$ cat src/rtl/multi_clock_divider_pkg.sv
// Shared types and helpers for the multi-channel clock divider.
package multi_clock_divider_pkg;

  localparam int CNT_W_DEFAULT = 32;

  typedef logic [CNT_W_DEFAULT-1:0] cnt_t;

  // A limit of zero has no meaningful period, so it is promoted to one.
  function automatic cnt_t clamp_limit(input cnt_t v);
    return (v == '0) ? cnt_t'(1) : v;
  endfunction

endpackage

$ cat src/rtl/multi_clock_divider_channel.sv
// One divider channel: counter, shadowed limit, divided clock and tick strobe.
// MULTI_CLOCK_DIVIDER_SYNC_EN adds a sync_req input that restarts the period.
module multi_clock_divider_channel
  import multi_clock_divider_pkg::*;
#(
  parameter int CNT_W         = CNT_W_DEFAULT,
  parameter int DEFAULT_LIMIT = 1
) (
  input  logic             clk_signal_in,
  input  logic             reset_n,
  input  logic             en,
  input  logic             wr_stb,
  input  logic [CNT_W-1:0] wr_limit,
`ifdef MULTI_CLOCK_DIVIDER_SYNC_EN
  input  logic             sync_req,
`endif
  output logic             clk_out,
  output logic             tick,
  output logic             limit_pending
);

  function automatic logic [CNT_W-1:0] sat_limit(input logic [CNT_W-1:0] v);
    return (v == '0) ? CNT_W'(1) : v;
  endfunction

  localparam logic [CNT_W-1:0] RESET_LIMIT = sat_limit(CNT_W'(DEFAULT_LIMIT));

  logic [CNT_W-1:0] cnt_q, cnt_d;
  logic [CNT_W-1:0] active_q, active_d;
  logic [CNT_W-1:0] pending_q, pending_d;
  logic             pend_flag_q, pend_flag_d;
  logic             clk_q, clk_d;
  logic             tick_q, tick_d;
  logic             restart;

`ifdef MULTI_CLOCK_DIVIDER_SYNC_EN
  assign restart = !en || sync_req;
`else
  assign restart = !en;
`endif

  always_ff @(posedge clk_signal_in or negedge reset_n) begin
    if (!reset_n) begin
      cnt_q       <= CNT_W'(1);
      active_q    <= RESET_LIMIT;
      pending_q   <= RESET_LIMIT;
      pend_flag_q <= 1'b0;
      clk_q       <= 1'b0;
      tick_q      <= 1'b0;
    end else begin
      cnt_q       <= cnt_d;
      active_q    <= active_d;
      pending_q   <= pending_d;
      pend_flag_q <= pend_flag_d;
      clk_q       <= clk_d;
      tick_q      <= tick_d;
    end
  end

  // Any limit update lands on a period boundary: terminal count, disable or sync.
  always_comb begin
    cnt_d       = cnt_q;
    active_d    = active_q;
    pending_d   = pending_q;
    pend_flag_d = pend_flag_q;
    clk_d       = clk_q;
    tick_d      = 1'b0;
    if (restart) begin
      cnt_d       = CNT_W'(1);
      clk_d       = 1'b0;
      active_d    = pending_q;
      pend_flag_d = 1'b0;
    end else if (cnt_q >= active_q) begin
      cnt_d       = CNT_W'(1);
      clk_d       = !clk_q;
      tick_d      = 1'b1;
      active_d    = pending_q;
      pend_flag_d = 1'b0;
    end else begin
      cnt_d = cnt_q + CNT_W'(1);
    end
    // A write arriving on the boundary cycle stays pending for the next period.
    if (wr_stb) begin
      pending_d   = sat_limit(wr_limit);
      pend_flag_d = 1'b1;
    end
  end

  assign clk_out       = clk_q;
  assign tick          = tick_q;
  assign limit_pending = pend_flag_q;

endmodule

$ cat src/rtl/multi_clock_divider.sv
// NUM_CH independent programmable clock dividers sharing one source clock.
// MULTI_CLOCK_DIVIDER_SYNC_EN adds sync_req to phase-align all enabled channels.
module multi_clock_divider
  import multi_clock_divider_pkg::*;
#(
  parameter int NUM_CH        = 4,
  parameter int CNT_W         = CNT_W_DEFAULT,
  parameter int DEFAULT_LIMIT = 1,
  parameter int CH_IDX_W      = (NUM_CH > 1) ? $clog2(NUM_CH) : 1
) (
  input  logic                clk_signal_in,
  input  logic                reset_n,
  input  logic [NUM_CH-1:0]   ch_enable,
  input  logic                wr_en,
  input  logic [CH_IDX_W-1:0] wr_ch,
  input  logic [CNT_W-1:0]    wr_limit,
`ifdef MULTI_CLOCK_DIVIDER_SYNC_EN
  input  logic                sync_req,
`endif
  output logic [NUM_CH-1:0]   clk_signal_out,
  output logic [NUM_CH-1:0]   tick,
  output logic [NUM_CH-1:0]   limit_pending
);

  logic [NUM_CH-1:0] wr_stb;

  for (genvar i = 0; i < NUM_CH; i++) begin : g_ch
    // Out-of-range channel indices never match, so such writes are dropped.
    assign wr_stb[i] = wr_en && (wr_ch == CH_IDX_W'(i));

    multi_clock_divider_channel #(
      .CNT_W         (CNT_W),
      .DEFAULT_LIMIT (DEFAULT_LIMIT)
    ) u_ch (
      .clk_signal_in (clk_signal_in),
      .reset_n       (reset_n),
      .en            (ch_enable[i]),
      .wr_stb        (wr_stb[i]),
      .wr_limit      (wr_limit),
`ifdef MULTI_CLOCK_DIVIDER_SYNC_EN
      .sync_req      (sync_req),
`endif
      .clk_out       (clk_signal_out[i]),
      .tick          (tick[i]),
      .limit_pending (limit_pending[i])
    );
  end

endmodule

$ cat config.mk
export PLATFORM = sky130hd
export DESIGN_NAME = multi_clock_divider
export DESIGN_NICKNAME = d
export VERILOG_FILES = /design/src/rtl/multi_clock_divider_pkg.sv /design/src/rtl/multi_clock_divider_channel.sv /design/src/rtl/multi_clock_divider.sv
export SDC_FILE = /design/constraint.sdc
export NUM_CORES = 1
export LEC_CHECK = 0
export ABC_AREA = 0
export BUFFER_PORTS_ARGS = -buffer_cell sky130_fd_sc_hd__buf_2
export CAP_MARGIN = 40
export CORE_ASPECT_RATIO = 2
export CORE_UTILIZATION = 35
export DETAILED_ROUTE_END_ITERATION = 10
export HOLD_SLACK_MARGIN = 0.05
export REMOVE_ABC_BUFFERS = 1
export SETUP_SLACK_MARGIN = 0.2
export SYNTH_ARGS = -nofsm -noshare
export SYNTH_HDL_FRONTEND = slang
export SYNTH_SLANG_ARGS = --single-unit
$ cat constraint.sdc
create_clock -name clk_signal_in -period 3.9 [get_ports clk_signal_in]
set_input_delay 0.39 -clock clk_signal_in [delete_from_list [all_inputs] [get_ports clk_signal_in]]
set_output_delay 0.39 -clock clk_signal_in [all_outputs]
set_load 0.05 [all_outputs]
==> results of run 1 <==
[sequential cells by signal, summed over array words and instances, names as in the netlist]
| register | count |
|---|---|
| g_ch.u_ch.limit_pending | 4 |
| g_ch.u_ch.cnt_q | 128 |
| g_ch.u_ch.clk_out | 4 |
| g_ch.u_ch.tick | 4 |
| g_ch.u_ch.pending_q | 128 |
| g_ch.u_ch.active_q | 128 |
[power breakdown]
group / internal (W) / total (W) / switching (W)
clock: 0.00219 / 0.00380 / 0.00161
sequential: 0.00471 / 0.00503 / 0.000321
combinational: 0.000730 / 0.00145 / 0.000724
[per-stage QoR]
step	hold WS [ns]	TNS, ns	setup WS (ns)
floorplan	0.09441	-68.08	-1.169
detailed placement	0.4037	0	0.8471
global placement	0.3984	0	0.8518
global route	0.1131	0	0.6771
CTS	0.08947	0	0.8433
finish	0.1152	0	0.8395
[cells in the mapped netlist (3+ instances only)]
master / instances / area share
sky130_fd_sc_hd__dfrtp_1: 384 / 0.49
sky130_fd_sc_hd__mux2_2: 248 / 0.14
sky130_fd_sc_hd__inv_1: 145 / 0.028
sky130_fd_sc_hd__ha_1: 132 / 0.084
sky130_fd_sc_hd__nand2_1: 93 / 0.018
sky130_fd_sc_hd__and2_1: 68 / 0.022
sky130_fd_sc_hd__xor2_1: 66 / 0.029
sky130_fd_sc_hd__nor4_1: 65 / 0.021
sky130_fd_sc_hd__nor2_1: 61 / 0.012
sky130_fd_sc_hd__a21oi_1: 54 / 0.014
sky130_fd_sc_hd__xnor2_1: 54 / 0.024
sky130_fd_sc_hd__nand4_1: 50 / 0.016
sky130_fd_sc_hd__nand3_1: 45 / 0.011
sky130_fd_sc_hd__clkbuf_1: 33 / 0.0063
sky130_fd_sc_hd__o21ai_0: 24 / 0.0061
sky130_fd_sc_hd__nor3_1: 18 / 0.0046
sky130_fd_sc_hd__nor2b_1: 16 / 0.0051
sky130_fd_sc_hd__and3_1: 15 / 0.0048
sky130_fd_sc_hd__buf_4: 12 / 0.0046
sky130_fd_sc_hd__dfstp_2: 12 / 0.016
sky130_fd_sc_hd__buf_2: 10 / 0.0026
sky130_fd_sc_hd__a21o_1: 9 / 0.0034
sky130_fd_sc_hd__a211oi_1: 8 / 0.0031
sky130_fd_sc_hd__nand2b_1: 8 / 0.0026
sky130_fd_sc_hd__and4_1: 6 / 0.0027
sky130_fd_sc_hd__o21a_1: 6 / 0.0023
sky130_fd_sc_hd__mux2_4: 4 / 0.0031
sky130_fd_sc_hd__mux2i_1: 4 / 0.0020
sky130_fd_sc_hd__nor3b_1: 4 / 0.0015
sky130_fd_sc_hd__a2111oi_0: 3 / 0.0013
sky130_fd_sc_hd__a21bo_2: 3 / 0.0015
sky130_fd_sc_hd__a2bb2oi_1: 3 / 0.0013
sky130_fd_sc_hd__nand3b_1: 3 / 0.0011
sky130_fd_sc_hd__nor3_2: 3 / 0.0015
sky130_fd_sc_hd__or3_1: 3 / 0.00096
sky130_fd_sc_hd__or4_1: 3 / 0.0011
sky130_fd_sc_hd__or4b_1: 3 / 0.0015
[critical path, cell delays in order (launching register included)]
cell	delay, ns
sky130_fd_sc_hd__dfrtp_1	0.42
sky130_fd_sc_hd__ha_1	0.33
sky130_fd_sc_hd__nand4_1	0.16
sky130_fd_sc_hd__nor3_1	0.26
sky130_fd_sc_hd__or4b_1	0.51
sky130_fd_sc_hd__a31oi_4	0.58
sky130_fd_sc_hd__nor3_4	0.09
sky130_fd_sc_hd__buf_12	0.22
sky130_fd_sc_hd__mux2_4	0.32
[cells by family after synthesis]
logic type                 count (synthesis)  synth area share
and+or+nand+nor                          468            0.1287
DFF                                      396            0.5064
muxes                                    256            0.1476
buffers and inverters                    204           0.04278
adders and majority gates                132           0.08428
xor gates and xnor gates                 120           0.05363
AOI/OAI and AO/OA                        115           0.03652
[routing by layer]
layer / routed length [µm] / global-route usage / vias to the layer above
met3: 906 / 0.01702 / 76
met5: 0 / 0 / -
li1: - / - / 5954
met2: 24820 / 0.3177 / 136
met1: 17110 / 0.1746 / 6279
met4: 1817 / 0.07437 / 0
[final timing paths]
| kind | start | slack [ns] | end | depth (start not counted) |
|---|---|---|---|---|
| setup / recovery | g_ch[0].u_ch.cnt_q[15]$_DFF_PN0_ | 0.84 | g_ch[0].u_ch.active_q[30]$_DFFE_PN0P_ | 8 |
| hold / removal | ch_enable[2] | 0.12 | g_ch[2].u_ch.tick$_DFF_PN0_ | 2 |
| setup reg to reg | g_ch[0].u_ch.cnt_q[15]$_DFF_PN0_ | 0.84 | g_ch[0].u_ch.active_q[30]$_DFFE_PN0P_ | 8 |
| hold reg to reg | g_ch[1].u_ch.cnt_q[0]$_DFF_PN1_ | 0.47 | g_ch[1].u_ch.cnt_q[0]$_DFF_PN1_ | 1 |
| max in group asynchronous | reset_n | 2.47 | g_ch[0].u_ch.pending_q[29]$_DFFE_PN0P_ | 3 |
| min in group asynchronous | reset_n | 0.40 | g_ch[3].u_ch.active_q[6]$_DFFE_PN0P_ | 2 |
[area by class of cell]
cell class / count / area [µm²]
Clock buffer: 54 / 1112
Clock inverter: 11 / 155.1
Fill cell: 5382 / 33170
Inverter: 145 / 544.3
Multi-Input combinational cell: 1091 / 8882
Sequential cell: 396 / 9925
Tap cell: 744 / 930.9
Timing Repair Buffer: 75 / 534.3
==> results.md, run 1 <==
- Total power for the finished layout comes to just over 0.01 W.
- The clock-pin slew on the worst setup and hold paths is approximately 0.070 ns.
- In this run the core area contains 122 standard-cell rows.
- The area of the die is 57000 µm².
- The overflow left after global routing is 0.
- The finished layout holds roughly 2500 standard cells, fillers aside.
- The shortest clock period the worst path allows after layout is 3.060 ns.
- Buffers placed on the I/O ports in this run total 52.
- The initial utilization of the core area, before any placement, comes to 0.3546.
- Pin placement for this block handled 53 I/O pins.
- The final hold violation count came to 0.
- Power spread over the standard cell area amounts to 465.6 nW/µm².
- The path class of the tightest hold or removal check is in -> reg.
- The first global-routing pass estimated 72.48 mm of wire.
- The share of the core filled with cells is 0.3996.
- After detailed placement, the design holds a cell count of between 2000 and 2500.
- The root buffer selected by CTS is sky130_fd_sc_hd__clkbuf_16.
- Derived from the worst setup path, the maximum achievable clock frequency is between 300 and 400 MHz.
- The height of the chip is 336.6 µm.
- The post-route clock skew is 0.02016 ns.
- The total leakage power is 10.24 nW.
- The post-route clock period utilization is 0.7847.
- In this run the mean area of a mapped cell was 11.59 µm².
- Counting every sink on the clock net gives 396.
- The most frequent standard cell in the layout excluding fill and tap cells is sky130_fd_sc_hd__dfrtp_1.
- The initial antenna violation count is 0.
- The number of slew-limit violations in the final report is 0.
- IR analysis of the VDD net gives a maximum drop of 0.2336 mV.
- The deepest level of the CTS H-tree is 2.
- Leaving out fill and tap cells, the most frequent cells in the layout are sky130_fd_sc_hd__dfrtp_1 (384), sky130_fd_sc_hd__mux2_2 (248), sky130_fd_sc_hd__inv_1 (145).
- For the pin with the worst max-slew slack, the measured transition is 0.7889 ns.
- Buffers inserted during clock tree synthesis total 37.
- For this block, the initial DRC count from the detailed router was 521.
- The global router's overall resource usage is 0.1637.
- Setup repair after global routing left no endpoint under its margin.
- The most frequently used flop master after synthesis is sky130_fd_sc_hd__dfrtp_1.
- The count of maximum capacitance violations is 0.
- The max-slew headroom at the worst pin is 0.4685.
- The worst endpoint required time is roughly 4.3 ns.
- The critical path capture point type is a register.
- In this run the standard cell core region covers approximately 55000 µm².
- The number of synthesis warnings is 0.
- In the synthesized netlist the async set-or-reset flop fraction comes to 1.000.
- The number of antenna diodes in the final layout is 0.
- The number of setup violations in the final report is 0.
- Entering global routing, the biggest net connects 107 pins.
- The kind of launch point of the worst setup path is a register.
- Of all nets on the critical path, the largest fanout is 48.
- The detailed placer's ending HPWL is 32.40 mm.
- The flip-flop and latch count after synthesis is slightly below 400.
- The data arrival time of the critical path is around 3.5 ns.
- Once placement finished, the instance area stood at 20810 µm².
- The number of nets still failing antenna checks after routing is 0.
- Across all layers, the routed design uses ~12000 vias.
- The buffers inserted during post-CTS setup optimization is 0.
- The run finished with clean final reports.
- The relative area change from synthesis to final layout is 12.69%.
- The congestion estimate from routability-driven global placement came to between 0.8 and 0.9.
- In this run the deepest clock path goes through 3 buffers.
- The final layout contains between 1500 and 2000 nets.
- The critical path in this run is classified as reg -> reg.
- The sequential-to-total area share from yosys stat is 0.5064.
- The via count of the first global-routing pass is 13382.
- The number of gates resized after CTS is 0.
- In the synthesized netlist, the number of instances is 1691.
- The die is 169.3 µm wide.
- The share of cells above drive strength 1 is 0.2336.
- After detailed routing, the total wire length is 44.65 mm.
- The post-detailed-route via-to-cell ratio is 4.946.
- TritonCTS built the clock tree.
- Dividing the detail-routed wire length by the instance count gives 17.75 µm.
- After clock tree synthesis, the flow added hold-fix buffers numbering 1.
- Yosys mapped a number of flops with a built-in enable equal to 0.
- The worst-skew pair later-pin latency is 0.55 ns.
- The post-route cell area is 22080 µm².
- The DRC violation count after routing is 0.
- The cell area that synthesis handed to floorplanning was 19600 µm².
- The number of distinct library cells after synthesis is 46.
- The number of iterations in the first detailed-routing pass is 5.
Note: power is estimated with default switching activity, not from simulation.
==> inputs of run 2 (changes only) <==
--- a/config.mk
+++ b/config.mk
@@ -5,7 +5,7 @@
 export SDC_FILE = /design/constraint.sdc
 export NUM_CORES = 1
 export LEC_CHECK = 0
-export ABC_AREA = 0
+export ABC_AREA = 1
 export BUFFER_PORTS_ARGS = -buffer_cell sky130_fd_sc_hd__buf_2
 export CAP_MARGIN = 40
 export CORE_ASPECT_RATIO = 2
==> constraint.sdc (replaced) <==
create_clock -name clk_signal_in -period 3.12 [get_ports clk_signal_in]
set_input_delay 0.312 -clock clk_signal_in [delete_from_list [all_inputs] [get_ports clk_signal_in]]
set_output_delay 0.312 -clock clk_signal_in [all_outputs]
set_load 0.05 [all_outputs]
==> run 2 against run 1 <==
Die area rose by 7.1%. Setup slack got worse by 0.29 ns. First-iteration DRC count rose by 60%. Sequential share of layout area fell by 2.4 points. Clock power rose by 24%. Non-clock buffer count rose by 15. Wire length rose by 30%. Sequential cell count did not move. Register-to-register slack got worse by 0.29 ns. Highest routed layer is now met5.
==> results.md, run 2 <==
- The run finished with clean final reports.
- The total length of routed wires is 58.19 mm (+30%).
- The detailed placer's ending HPWL was 43.17 mm (+33%).
- The clock sink count is 396 (unchanged).
- In this run the clock root is driven by a sky130_fd_sc_hd__clkbuf_16.
- The placer's final routability congestion estimate is 0.9197 (+11%).
- The part of the power in combinational logic is 0.131 (-0.010).
- The fraction of the mapped netlist area in compound gates came to 0.05221 (+0.01569).
- The clock buffer count from CTS is 36 (-2.7%).
- The path type of the worst setup path is reg -> reg.
- The layout filler cell count is 6082 (+13%).
- The gate count of the mapped netlist is 2577 (+52%).
- The initial cell density of the core is 0.3551 (+0.0004572).
- The wire length of the first global-routing pass is 93.75 mm (+29%).
- The setup TNS after final layout came to 0 ns (unchanged).
- The mean routed wirelength per cell is 17.12 µm (-3.5%).
- The sequential-to-total area share from yosys stat is 0.4728 (-0.03369).
- After synthesis, the largest family of logic cells by area is simple AND/OR/NAND/NOR gates.
- The total net switching power is 0.003451 W (+30%).
- The measured slew at the worst slew-check pin is 0.8736 ns (+0.08474 ns).
- The maximum number of pins on one net before global-route repair was 87 (-19%).
- The dominant cell type by area after synthesis is sky130_fd_sc_hd__dfrtp_1.
- The most frequent standard cell in the layout excluding fill and tap cells is sky130_fd_sc_hd__nand2_1.
- The share of cells above drive strength 1 is 0.07757 (-0.1561).
- The final hold violation count came to 0 (unchanged).
- The placement row count came to 126 (+3.3%).
- The total number of nets in the final design is 2778 (+45%).
- The share of the core filled with cells came to 0.3949 (-0.004705).
- The number of enable-type register cells in the synthesized netlist is 0 (unchanged).
- In the post-synthesis netlist, the cell with the most instances is sky130_fd_sc_hd__nand2_1.
- The multiplexer share of the synthesized area is 0 (-0.1476).
- By area the synthesized netlist is led by sky130_fd_sc_hd__dfrtp_1 (46%), sky130_fd_sc_hd__nand2_1 (13%), sky130_fd_sc_hd__ha_1 (7.9%).
- The async set-reset flop share out of synthesis is 1.000 (unchanged).
- The switching part of the total is 0.2784 (+0.02036).
- The commonest cells after synthesis are sky130_fd_sc_hd__nand2_1 (744), sky130_fd_sc_hd__dfrtp_1 (384), sky130_fd_sc_hd__inv_1 (316).
- The via count is 16969 (+36%).
- The post-synthesis simple-gate area fraction was 0.2756 (+0.1469).
- The number of slew-limit violations in the final report is 0 (unchanged).
- The most frequently used flop master after synthesis is sky130_fd_sc_hd__dfrtp_1.
- The post-detailed-route via-to-cell ratio is 4.994 (+0.96%).
- The area share of xor/xnor cells in the synthesized design was 0.04005 (-0.01358).
- The area of the die is 61020 µm² (+7.1%).
- The worst endpoint required time was 3.55 ns (-0.78 ns).
- Setup repair after global routing left no endpoint under its margin.
- The DRC violation count after routing was 0 (unchanged).
- The number of primary I/O pins is 53 (unchanged).
- The area inside the core boundary came to 59120 µm² (+7.0%).
- The fraction of power consumed by sequential logic is 0.489 (about the same).
- The clock-pin slew on the worst setup and hold paths is 0.07 ns (about the same).
- STA classifies the critical path endpoint as a register.
- The worst setup path is launched from a register.
- The number of synthesis warnings was 0 (unchanged).
- The horizontal extent of the die was 175.2 µm (+3.5%).
- The number of setup violations in the final report came to 0 (unchanged).
- The fraction of synthesized cell area taken by the top area cell type is 0.4577 (-0.03262).
- The post-route clock period utilization was 0.8230 (+0.03823).
- The post-route clock skew is 0.01117 ns (-0.008989 ns).
- The top cell types in the final layout, fill and taps aside, are sky130_fd_sc_hd__nand2_1 (744), sky130_fd_sc_hd__dfrtp_1 (384), sky130_fd_sc_hd__inv_1 (316).
- Relative to the synthesized area, the layout overhead comes to 11.22%.
- The number of nets still failing antenna checks after routing is 0 (unchanged).
- The total leakage power came to 11.59 nW (+13%).
- The synthesized-area fraction occupied by adder cells was 0.07867 (-0.005606).
- The biggest fanout along the worst timing path came to 64 (+33%).
- The CTS tree is built.
- The peak ir drop on the vdd network is 0.5412 mV (+130%).
- The part of the power in the clock network was 0.380 (+0.010).
- The number of iterations in the first detailed-routing pass is 5 (unchanged).
- The type of the most critical hold path is in -> reg.
- The count of maximum capacitance violations was 0 (unchanged).
- The number of distinct library cells after synthesis came to 35 (-24%).
- The overflow left after global routing was 0 (unchanged).
- The maximum clock frequency is 389.5 MHz (+19%).
- The antenna diode instance count came to 0 (unchanged).
- The post-synthesis cell area is 20990 µm² (+7.1%).
- The data arrival time of the critical path is 3.00 ns (-0.49 ns).
- The height of the chip is 348.4 µm (+3.5%).
- The number of buffers added on ports is 52 (unchanged).
- The global router's overall resource usage is 0.1967 (+0.03296).
- The worst-skew pair later-pin latency is 0.55 ns (about the same).
- The initial antenna violation count is 2 (+2).
- The shortest clock period the worst path allows after layout is 2.568 ns (-0.4928 ns).
- The number of gates resized after CTS is 0 (unchanged).
- The flip-flop and latch count after synthesis was 396 (unchanged).
- The via count of the first global-routing pass is 17711 (+32%).
- The internal power contribution came to 0.008945 W (+17%).
- The total power divided by cell area came to 530.9 nW/µm² (+14%).
- The deepest level of the CTS H-tree was 2 (unchanged).
- The setup slack of the most critical reg-to-reg path is 0.55 ns (-0.29 ns).
- The largest registers in the layout are g_ch.u_ch.active_q: 128 flops, g_ch.u_ch.cnt_q: 128 flops, g_ch.u_ch.pending_q: 128 flops.
- The count of routing violations after the opening detailed-route iteration is 835 (+60%).
- The post-synthesis average cell area is 8.146 µm² (-30%).
- The worst-case clock buffer depth is 3 (unchanged).
- The max-slew headroom at the worst pin came to 0.4167 (-0.05179).
run 2: cell count changes after synthesis, sizes merged, moves of 32 or more:
cell,before,now
mux2,252,0
nor4,66,14
inv,145,326
and2,68,4
nor3,21,68
nor2,61,255
o21ai,24,131
xnor2,54,22
nand2,93,751
nand4,50,173
run 2: cell families after synthesis:
| group | count (synthesis) |
|---|---|
| buffers and inverters | 426 |
| DFF | 396 |
| adders and majority gates | 132 |
| AOI/OAI and AO/OA | 200 |
| xor gates and xnor gates | 96 |
| and+or+nand+nor | 1327 |
run 2: layer usage:
metal / vias to the layer above / track usage / part of all wire
met5: - / 0 / 0.00050
met1: 8132 / 0.1993 / 0.36
met2: 347 / 0.3737 / 0.55
met3: 196 / 0.02200 / 0.026
li1: 8290 / - / -
met4: 4 / 0.1292 / 0.069
run 2: final cells by class:
| class | instances | area, µm² | area share |
|---|---|---|---|
| clock buffers | 48 | 1027 | 0.04400 |
| clock inverters | 15 | 187.7 | 0.008038 |
| inverters | 326 | 1224 | 0.05241 |
| multi-input cells | 1755 | 9374 | 0.4015 |
| flip-flops and latches | 396 | 9925 | 0.4251 |
| well taps | 768 | 960.9 | 0.04116 |
| repair buffers | 90 | 650.6 | 0.02787 |
run 2: timing repair:
action | in CTS | in global routing
hold endpoints to repair | 74 | 0
hold buffers | 3 | 0
buffers inserted | 0 | 0
run 2: through the flow:
step           worst slack (ns)  power [W]  cells  cell area [µm²]  hold WS [ns]
2_1_floorplan            0.4074   0.007113   2477            20520       0.01641
3_3_place_gp             0.5383   0.007716   3330            22060        0.3802
3_5_place_dp             0.5305   0.007796   3332            22100        0.3769
4_1_cts                  0.5226    0.01254   3398            23350       0.06756
5_1_grt                  0.3974    0.01303   3398            23350       0.09908
6_report                 0.5523    0.01240   3398            23350       0.08511
run 2: critical path, stage by stage (launching register included):
cell                      delay, ns
sky130_fd_sc_hd__dfrtp_1       0.49
sky130_fd_sc_hd__ha_1          0.35
sky130_fd_sc_hd__a21o_1        0.17
sky130_fd_sc_hd__nor2_1        0.16
sky130_fd_sc_hd__nand2_1       0.07
sky130_fd_sc_hd__nand2_1       0.06
sky130_fd_sc_hd__nand2_1       0.06
sky130_fd_sc_hd__nand2_2       0.08
sky130_fd_sc_hd__nand3_4       0.58
sky130_fd_sc_hd__nor2_1        0.42
run 2: power by group through the flow:
stage | registers [W] | logic, W | clock network [W]
global placement | 0.00614 | 0.00157 | 0
finish | 0.00607 | 0.00162 | 0.00471
detailed placement | 0.00616 | 0.00164 | 0
CTS | 0.00607 | 0.00165 | 0.00482
global route | 0.00613 | 0.00190 | 0.00500
floorplan | 0.00607 | 0.00104 | 0
run 2: final timing paths:
kind                       cells after the start                                     to                                   start
max                                            9       g_ch[2].u_ch.cnt_q[15]$_DFF_PN0_         g_ch[2].u_ch.cnt_q[7]$_DFF_PN0_
min                                            4  g_ch[1].u_ch.pending_q[0]$_DFFE_PN1P_                                wr_ch[1]
max reg2reg                                    9       g_ch[2].u_ch.cnt_q[15]$_DFF_PN0_         g_ch[2].u_ch.cnt_q[7]$_DFF_PN0_
min reg2reg                                    2  g_ch[1].u_ch.active_q[26]$_DFFE_PN0P_  g_ch[1].u_ch.pending_q[26]$_DFFE_PN0P_
max in group asynchronous                      3        g_ch[2].u_ch.cnt_q[0]$_DFF_PN1_                                 reset_n
min in group asynchronous                      2        g_ch[0].u_ch.cnt_q[6]$_DFF_PN0_                                 reset_n
